[src/rtl/param_memory_if.sv]
// Request/response bus for param_memory: one shared address serves both
// the read and the write of a cycle.
interface param_memory_if #(
  parameter int DATA_W = 8,
  parameter int ADDR_W = 3
);
  logic [ADDR_W-1:0]   address;
  logic                write;
  logic                read;
  logic [DATA_W-1:0]   data_in;
  logic [DATA_W/8-1:0] wr_be;
  logic                ready;
  logic [DATA_W-1:0]   data_out;
  logic                rd_valid;
  logic                dropped;

  modport master (
    output address, write, read, data_in, wr_be,
    input  ready, data_out, rd_valid, dropped
  );

  modport slave (
    input  address, write, read, data_in, wr_be,
    output ready, data_out, rd_valid, dropped
  );
endinterface

[src/rtl/param_memory.sv]
// Single-port synchronous RAM with byte enables, a 1- or 2-stage read
// pipeline and a sequencer that zeroes every entry after reset.
module param_memory #(
  parameter int DATA_W     = 8,
  parameter int ADDR_W     = 3,
  parameter int RD_LATENCY = 1
) (
  input logic           clock,
  input logic           reset,
  param_memory_if.slave mem_bus
);
  // state   | meaning
  // ST_INIT | clearing one entry per edge; requests are dropped
  // ST_RUN  | serving read/write requests until the next reset

  localparam int DEPTH = 1 << ADDR_W;
  localparam int NB    = DATA_W / 8;

  typedef enum logic {
    ST_INIT = 1'b0,
    ST_RUN  = 1'b1
  } state_t;

  state_t              state_q, state_d;
  logic [ADDR_W-1:0]   clr_idx_q, clr_idx_d;
  logic                clr_we;

  logic [DATA_W-1:0]   mem_q [DEPTH];

  logic                accept;
  logic                wr_en;
  logic                rd_en;
  logic [DATA_W-1:0]   merged;

  logic                s1_vld_q;
  logic [DATA_W-1:0]   s1_data_q;
  logic                pipe_vld;
  logic [DATA_W-1:0]   pipe_data;

  logic                rd_valid_q;
  logic [DATA_W-1:0]   data_out_q;
  logic                dropped_q;

  always_ff @(posedge clock) begin
    if (reset) begin
      state_q   <= ST_INIT;
      clr_idx_q <= '0;
    end else begin
      state_q   <= state_d;
      clr_idx_q <= clr_idx_d;
    end
  end

  always_comb begin
    state_d   = state_q;
    clr_idx_d = clr_idx_q;
    clr_we    = 1'b0;
    unique case (state_q)
      ST_INIT: begin
        clr_we    = 1'b1;
        clr_idx_d = clr_idx_q + 1'b1;
        if (clr_idx_q == ADDR_W'(DEPTH - 1)) begin
          state_d = ST_RUN;
        end
      end
      ST_RUN:  state_d = ST_RUN;
      default: state_d = ST_INIT;
    endcase
  end

  assign accept = (state_q == ST_RUN);
  assign wr_en  = accept && mem_bus.write;
  assign rd_en  = accept && mem_bus.read;

  // Write-first merge: doubles as the write word and the same-cycle read word.
  always_comb begin
    merged = mem_q[mem_bus.address];
    for (int b = 0; b < NB; b++) begin
      if (wr_en && mem_bus.wr_be[b]) begin
        merged[8*b +: 8] = mem_bus.data_in[8*b +: 8];
      end
    end
  end

  always_ff @(posedge clock) begin
    if (!reset) begin
      if (clr_we) begin
        mem_q[clr_idx_q] <= '0;
      end else if (wr_en) begin
        mem_q[mem_bus.address] <= merged;
      end
    end
  end

  assign pipe_vld  = (RD_LATENCY == 2) ? s1_vld_q  : rd_en;
  assign pipe_data = (RD_LATENCY == 2) ? s1_data_q : merged;

  always_ff @(posedge clock) begin
    if (reset) begin
      s1_vld_q   <= 1'b0;
      s1_data_q  <= '0;
      rd_valid_q <= 1'b0;
      data_out_q <= '0;
      dropped_q  <= 1'b0;
    end else begin
      s1_vld_q <= rd_en;
      if (rd_en) begin
        s1_data_q <= merged;
      end
      rd_valid_q <= pipe_vld;
      if (pipe_vld) begin
        data_out_q <= pipe_data;
      end
      dropped_q <= !accept && (mem_bus.read || mem_bus.write);
    end
  end

  assign mem_bus.ready    = accept;
  assign mem_bus.rd_valid = rd_valid_q;
  assign mem_bus.data_out = data_out_q;
  assign mem_bus.dropped  = dropped_q;
endmodule

[src/flat_wrapper.sv]
// flat-port wrapper written by rule: the top's interface ports become plain ports
module param_memory_flat 
#(
  parameter int DATA_W     = 8,
  parameter int ADDR_W     = 3,
  parameter int RD_LATENCY = 1
)
  (clock, reset, mem_bus_address, mem_bus_write, mem_bus_read, mem_bus_data_in, mem_bus_wr_be, mem_bus_ready, mem_bus_data_out, mem_bus_rd_valid, mem_bus_dropped);
  param_memory_if #(.DATA_W(DATA_W), .ADDR_W(ADDR_W)) mem_bus_i ();
  input logic clock;
  input logic reset;
  input wire logic [$bits(mem_bus_i.address)-1:0] mem_bus_address;
  input wire logic [$bits(mem_bus_i.write)-1:0] mem_bus_write;
  input wire logic [$bits(mem_bus_i.read)-1:0] mem_bus_read;
  input wire logic [$bits(mem_bus_i.data_in)-1:0] mem_bus_data_in;
  input wire logic [$bits(mem_bus_i.wr_be)-1:0] mem_bus_wr_be;
  output wire logic [$bits(mem_bus_i.ready)-1:0] mem_bus_ready;
  output wire logic [$bits(mem_bus_i.data_out)-1:0] mem_bus_data_out;
  output wire logic [$bits(mem_bus_i.rd_valid)-1:0] mem_bus_rd_valid;
  output wire logic [$bits(mem_bus_i.dropped)-1:0] mem_bus_dropped;
  assign mem_bus_i.address = mem_bus_address;
  assign mem_bus_i.write = mem_bus_write;
  assign mem_bus_i.read = mem_bus_read;
  assign mem_bus_i.data_in = mem_bus_data_in;
  assign mem_bus_i.wr_be = mem_bus_wr_be;
  assign mem_bus_ready = mem_bus_i.ready;
  assign mem_bus_data_out = mem_bus_i.data_out;
  assign mem_bus_rd_valid = mem_bus_i.rd_valid;
  assign mem_bus_dropped = mem_bus_i.dropped;
  param_memory #(.DATA_W(DATA_W), .ADDR_W(ADDR_W), .RD_LATENCY(RD_LATENCY)) u_core (.clock(clock), .reset(reset), .mem_bus(mem_bus_i));
endmodule
[config.mk]
export PLATFORM = sky130hd
export DESIGN_NAME = param_memory_flat
export DESIGN_NICKNAME = d
export VERILOG_FILES = /design/src/rtl/param_memory_if.sv /design/src/rtl/param_memory.sv /design/src/flat_wrapper.sv
export SDC_FILE = /design/constraint.sdc
export NUM_CORES = 1
export LEC_CHECK = 0
export ABC_AREA = 1
export CAP_MARGIN = 0
export CORE_MARGIN = 3
export CORE_UTILIZATION = 38
export DETAILED_ROUTE_END_ITERATION = 10
export PLACE_DENSITY = 0.56
export SLEW_MARGIN = 10
export SYNTH_ARGS = -nofsm -noshare
export SYNTH_HDL_FRONTEND = slang
export SYNTH_SLANG_ARGS = --single-unit
[constraint.sdc]
create_clock -name clock -period 2.05 [get_ports clock]
set_input_delay 0.5125 -clock clock [delete_from_list [all_inputs] [get_ports clock]]
set_output_delay 0.5125 -clock clock [all_outputs]
set_load 0.05 [all_outputs]
==> results of run 1 <==
[cell type report]
type | instances | share of cell area [%]
Tap cell | 108 | 3.03
Clock inverter | 6 | 1.94
Inverter | 60 | 5.28
Timing Repair Buffer | 74 | 14.9
Clock buffer | 10 | 2.87
Sequential cell | 78 | 49.5
Multi-Input combinational cell | 212 | 22.5
[state kept, by name, summed over array words and instances, names as in the netlist]
signal,count
u_core.mem_q,64
u_core.mem_bus.dropped,1
u_core.mem_bus.rd_valid,1
u_core.mem_bus.ready,1
u_core.clr_idx_q,3
u_core.mem_bus.data_out,8
[metal layers]
metal	part of all wire, %	routed length [µm]	GRT usage, %	vias to the layer above
met3	3.2	270	3.38	16
met1	47	3880	22.0	1237
met4	2.1	175	6.26	0
met5	0	0	0	-
li1	-	-	-	1308
met2	48	3990	27.9	41
[kinds of logic (layout without fill, tap and decap cells)]
logic type               after synthesis  after routing  synth area share, %
buffers and inverters                 75            150                 11.0
flip-flops                            78             78                 62.2
AO/OA/AOI/OAI                         16             16                 2.48
adder cells (fa/ha/maj)                2              2                0.707
XOR/XNOR                               1              1                0.248
AND/OR/NAND/NOR                      193            193                 23.4
[synth_stat cells, drive strengths merged]
cell type | n | area, µm²
dfxtp | 14 | 280
edfxtp | 64 | 1920
nor2 | 29 | 109
nand2 | 104 | 398
o21ai | 6 | 33.8
clkbuf | 4 | 45.0
nand3 | 58 | 308
buf | 11 | 108
or2 | 2 | 12.5
a21oi | 10 | 53.8
ha | 2 | 25.0
xor2 | 1 | 8.76
inv | 60 | 235
[per-stage QoR]
stage,util (%),hold slack [ns],power (µW)
finish,50.1,0.481,3340
global route,50.1,0.519,3480
CTS,49.4,0.484,3370
detailed placement,46.9,0.473,2130
global placement,46.9,0.464,2120
floorplan,-,0.448,1980
[tightest hold or removal path: cells and delay by family, from the launching register on]
family,cells,cell delay (ns)
buffers and inverters,1,0.07
AOI/OAI and AO/OA,1,0.06
DFF,1,0.32
[placed cells by master, fill, tap and decap left out, types with 4 or more instances in the layout]
| cell | n |
|---|---|
| inv_1 | 57 |
| clkbuf_8 | 9 |
| dfxtp_1 | 13 |
| buf_4 | 47 |
| a21oi_2 | 6 |
| nand2_2 | 4 |
| nand2_1 | 100 |
| nand3_1 | 56 |
| nor2_1 | 26 |
| edfxtp_1 | 64 |
| clkdlybuf4s50_1 | 20 |
[what timing repair did]
action / 4_1_cts / 5_1_grt
resized for setup: 2 / 16
setup buffers: 0 / 0
endpoints found under the setup margin: 16 / 94
[path summary, 6_finish.rpt]
check / slack [ns] / from / end
worst max-delay path: 0.03 / mem_bus_address[0] / u_core.mem_q[5][5]$_DFFE_PP_
worst min-delay path: 0.48 / u_core.clr_idx_q[2]$_SDFFE_PP0N_ / u_core.clr_idx_q[2]$_SDFFE_PP0N_
worst max register to register: 0.38 / u_core.mem_bus.ready$_SDFF_PP0_ / u_core.mem_q[2][5]$_DFFE_PP_
worst min register to register: 0.48 / u_core.clr_idx_q[2]$_SDFFE_PP0N_ / u_core.clr_idx_q[2]$_SDFFE_PP0N_
[power by group through the flow]
stage	Sequential [µW]	Clock [µW]	Combinational (µW)
after floorplan	1800	0	178
after CTS	1760	1270	336
after global routing	1760	1330	379
final	1760	1240	341
after global placement	1790	0	330
after detailed placement	1800	0	333
==> impl_metrics.toml, run 1 <==
[worst_setup_path]
critical_path.endpoint_type = "register"
critPathMostFrequentCell = "buf_12"
cp_slowest_cell = "clkdlybuf4s50_1"
r2r_cells = 5
worst_path_dominant_cell_family = "buffers and inverters"
critical_path.cell_chain = "clkdlybuf4s50_1 -> buf_12 -> inv_8 -> buf_12 -> o21ai_2 -> nand2_2 -> nor2_1 -> buf_4"
cp-start-kind = "input pin"
critical-path-max-stage-delay_ns = 0.51
crit_required_ns = 2.10
sum_of_buffers_and_inverters_on_the_critical_path = 5
cp.depth = 8
critical_path_class = "input pin to register"
worst-path-max-fanout = 22
crit_arrival_ns = 2.07

[placed_design]
dp_hpwl_um = 5800
dp_worst_setup_slack_ns = -0.491
place.port_buffers = 26
gp_congestion = 0.839
dp_cells = 532
postPlaceCellArea_um2 = 4170

[floorplanning]
io_pins = 27
row_count = 34
die_height_um = 102
die-width_um = 102
die_area_um2 = 10500
initial_utilization_pct = 39.8
design.core.area_um2 = 8890

[cells_and_area]
layout.cell_area.non_filler_um2 = 4450
layout-drive-gt1-share_pct = 20.7
seqCellArea_um2 = 2200
final_net_count = 453
stdcell_count = 548
areaGrowthSynthToFinish_pct = 25.8
multiInputGateArea_um2 = 1000
layout.filler_cells = 845
diodes = 0

[drt]
post-route-drc-count = 0
antenna_left = 0
detailed_router_iteration_count_before_antenna_repair = 4
route.vias.total = 2602
drc_marker_count_from_the_first_detailed_route_iteration = 74
routed_len_inst_um = 15.2
vias_per_cell = 4.75
postRouteWirelength_um = 8310

[synth]
average_cell_area_after_synthesis_um2 = 9.69
synth_fp_nets = 383
netlist_instances = 365
synth.cell_area_um2 = 3540
synth.ff_latch_count = 78
yosysWarningCount = 0
synth_cell_type_count = 25
synth_sequential_area_ratio_pct = 62.2

[timing]
setup_total_negative_slack_ns = 0
unrepaired_setup_endpoints_after_global_routing = "true"
report.final.hold_viol_count = 0
worst-slew-pin-transition_ns = 0.525
report.final.setup_viol = 0
max_slew_margin_pct = 64.9
post-route-period-util_pct = 98.5
fmax_mhz = 495
report.final.slew_viol_count = 0
skew_ns = 0.00701
post-route-worst-setup-slack_ns = 0.0304
final_period_minus_worst_setup_slack_ns = 2.02

[global_routing]
antenna_found_initial = 0
grt_first_pass_wirelength_um = 13100
grt.total_usage_pct = 16.9
globalRouteOverflowTotal = 0
first_global_vias = 2606
grt_start_max_net_pins = 23

[run_status]
run_status = "finished clean"

[pwr]
power.ir.vdd_worst_mv = 0.503
cell_leakage_power_uw = 0.00202
power.share.switching_pct = 22.9
netSwitchingPower_uw = 764
seq_power_share_pct = 52.6
share_clk_of_total_power_pct = 37.2
p_per_area_nw_per_um2 = 751
share_comb_of_total_power_pct = 10.2
internal_power_uw = 2580

[cts]
clockBufferDepth = 2
cts_inserted_buffers = 9
cts_tree = "done"
clock_latency_ns = 0.35
h-tree-depth = 3
hold_buffers = 0
number_of_sinks_on_the_clock_net = 78
clk_pin_slew_ns = 0.08
ctsRootBufferMaster = "clkbuf_8"

[min_path]
holdCritPathClass = "register to register"
hold_path_cell_cnt = 2

[flow_run]
drv_cap = 0
No activity file was read; power rests on OpenSTA's default activity.
==> run 2: changes to the inputs <==
--- a/config.mk
+++ b/config.mk
@@ -11,7 +11,7 @@
 export CORE_UTILIZATION = 38
 export DETAILED_ROUTE_END_ITERATION = 10
 export PLACE_DENSITY = 0.56
-export SLEW_MARGIN = 10
+export SLEW_MARGIN = 20
 export SYNTH_ARGS = -nofsm -noshare
 export SYNTH_HDL_FRONTEND = slang
 export SYNTH_SLANG_ARGS = --single-unit
==> constraint.sdc (replaced) <==
create_clock -name clock -period 2.4 [get_ports clock]
set_input_delay 0.6 -clock clock [delete_from_list [all_inputs] [get_ports clock]]
set_output_delay 0.6 -clock clock [all_outputs]
set_load 0.05 [all_outputs]
==> impl_metrics.toml, run 2 (synthesis gave the netlist of run 1 again) <==
[run_status]
run_status = "finished clean"

[drt]
drc_marker_count_from_the_first_detailed_route_iteration = 161
vias_per_cell = 4.79
routed_len_inst_um = 15.4
post-route-drc-count = 0
route.vias.total = 2600
detailed_router_iteration_count_before_antenna_repair = 4
antenna_left = 0
postRouteWirelength_um = 8360

[placed_design]
dp_hpwl_um = 6190
gp_congestion = 0.875
dp_cells = 527
place.port_buffers = 26
postPlaceCellArea_um2 = 4150

[timing]
report.final.setup_viol = 0
skew_ns = 0.00567
unrepaired_setup_endpoints_after_global_routing = "false"
final_period_minus_worst_setup_slack_ns = 2.12
max_slew_margin_pct = 65.4
report.final.hold_viol_count = 0
worst-slew-pin-transition_ns = 0.517
post-route-period-util_pct = 88.1
fmax_mhz = 473
report.final.slew_viol_count = 0

[cts]
ctsRootBufferMaster = "clkbuf_8"
hold_buffers = 0
cts.repair_timing.setup_buffer_count = 0
clk_pin_slew_ns = 0.08
clock_latency_ns = 0.34
clockBufferDepth = 2
cts_inserted_buffers = 9
h-tree-depth = 3
number_of_sinks_on_the_clock_net = 78
cts_tree = "done"
cts_repair_resized_insts = 0

[global_routing]
antenna_found_initial = 0
grt.total_usage_pct = 17.3
first_global_vias = 2588
globalRouteOverflowTotal = 0
grt_first_pass_wirelength_um = 13300
grt_start_max_net_pins = 17

[cells_and_area]
layout.cell_area.non_filler_um2 = 4370
most_frequent_cells_in_the_layout = "101 x nand2_1, 64 x edfxtp_1, 57 x inv_1, 56 x nand3_1, 39 x buf_4"
areaGrowthSynthToFinish_pct = 23.4
diodes = 0
stdcell_count = 543
top_register = "u_core.mem_q"
largest_reg_flops = 64
layout-drive-gt1-share_pct = 16.1
layout.cells.most_common = "nand2_1"
postLayoutCoreUtil_pct = 49.1
final_net_count = 448

[worst_setup_path]
cp-start-kind = "input pin"
critPathMostFrequentCell = "nand3_1"
worst-path-max-fanout = 12
critical-path-max-stage-delay_ns = 0.50
critical_path.endpoint_type = "register"
crit_required_ns = 2.61
critical_path_class = "input pin to register"
cp_slowest_cell = "clkdlybuf4s50_1"
critical_path.cell_chain = "clkdlybuf4s50_1 -> buf_12 -> inv_8 -> buf_4 -> nand2_1 -> nand3_1 -> nand3_1 -> nand3_1 -> a21oi_1 -> buf_12"
crit_arrival_ns = 2.32

[pwr]
power.ir.vdd_worst_mv = 0.286
p_per_area_nw_per_um2 = 645
cell_leakage_power_uw = 0.00193

[floorplanning]
die-width_um = 102
die_area_um2 = 10500
row_count = 34
die_height_um = 102
io_pins = 27
initial_utilization_pct = 39.8
design.core.area_um2 = 8890

[flow_run]
drv_cap = 0

[min_path]
holdCritPathClass = "register to register"
run 2: cell types whose count changed in the layout (fill, tap and decap cells not counted), sizes merged:
cell | previous run | this run
buf | 51 | 43
clkdlybuf4s50 | 20 | 26
dlymetal6s2s | 3 | 0
run 2: final timing paths:
kind	from	endpoint	slack [ns]	cells after the start
worst max-delay path	mem_bus_address[0]	u_core.mem_q[4][0]$_DFFE_PP_	0.28	10
worst min-delay path	u_core.clr_idx_q[2]$_SDFFE_PP0N_	u_core.clr_idx_q[2]$_SDFFE_PP0N_	0.47	2
worst max register to register	u_core.mem_bus.ready$_SDFF_PP0_	u_core.mem_q[1][0]$_DFFE_PP_	0.74	6
worst min register to register	u_core.clr_idx_q[2]$_SDFFE_PP0N_	u_core.clr_idx_q[2]$_SDFFE_PP0N_	0.47	2
run 2: critical path: cells and delay by family:
kind,cells,cell delay [ns]
buffers and inverters,5,1.05
and+or+nand+nor,4,0.41
AOI/OAI and AO/OA,1,0.26
run 2: report_power, final:
group / total (µW) / leakage, µW / switching, µW / internal [µW]
registers: 1500 / 0.000740 / 12.3 / 1490
clock network: 1050 / 0.000106 / 465 / 584
logic: 266 / 0.00109 / 156 / 110
run 2: stage by stage:
step	hold WS [ns]	total power, µW	worst slack, ns	setup TNS [ns]
finish	0.474	2820	0.285	0
global route	0.518	2940	0.165	0
CTS	0.479	2850	0.271	0
detailed placement	0.467	1800	-0.0769	-3.05
global placement	0.468	1800	-0.0587	-1.78
floorplan	0.448	1690	0.349	0
run 2: area by class of cell:
class | count | area, µm²
Clock buffer | 10 | 128
Fill cell | 819 | 4520
Tap cell | 108 | 135
Multi-Input combinational cell | 212 | 948
Inverter | 60 | 235
Clock inverter | 6 | 86.3
Timing Repair Buffer | 69 | 633
Sequential cell | 78 | 2200
run 2: layer usage:
layer  wire length (µm)  track usage [%]
met1               3780             24.1
met2               3880             26.2
met3                442             3.79
met4                252             7.67
met5                  0                0
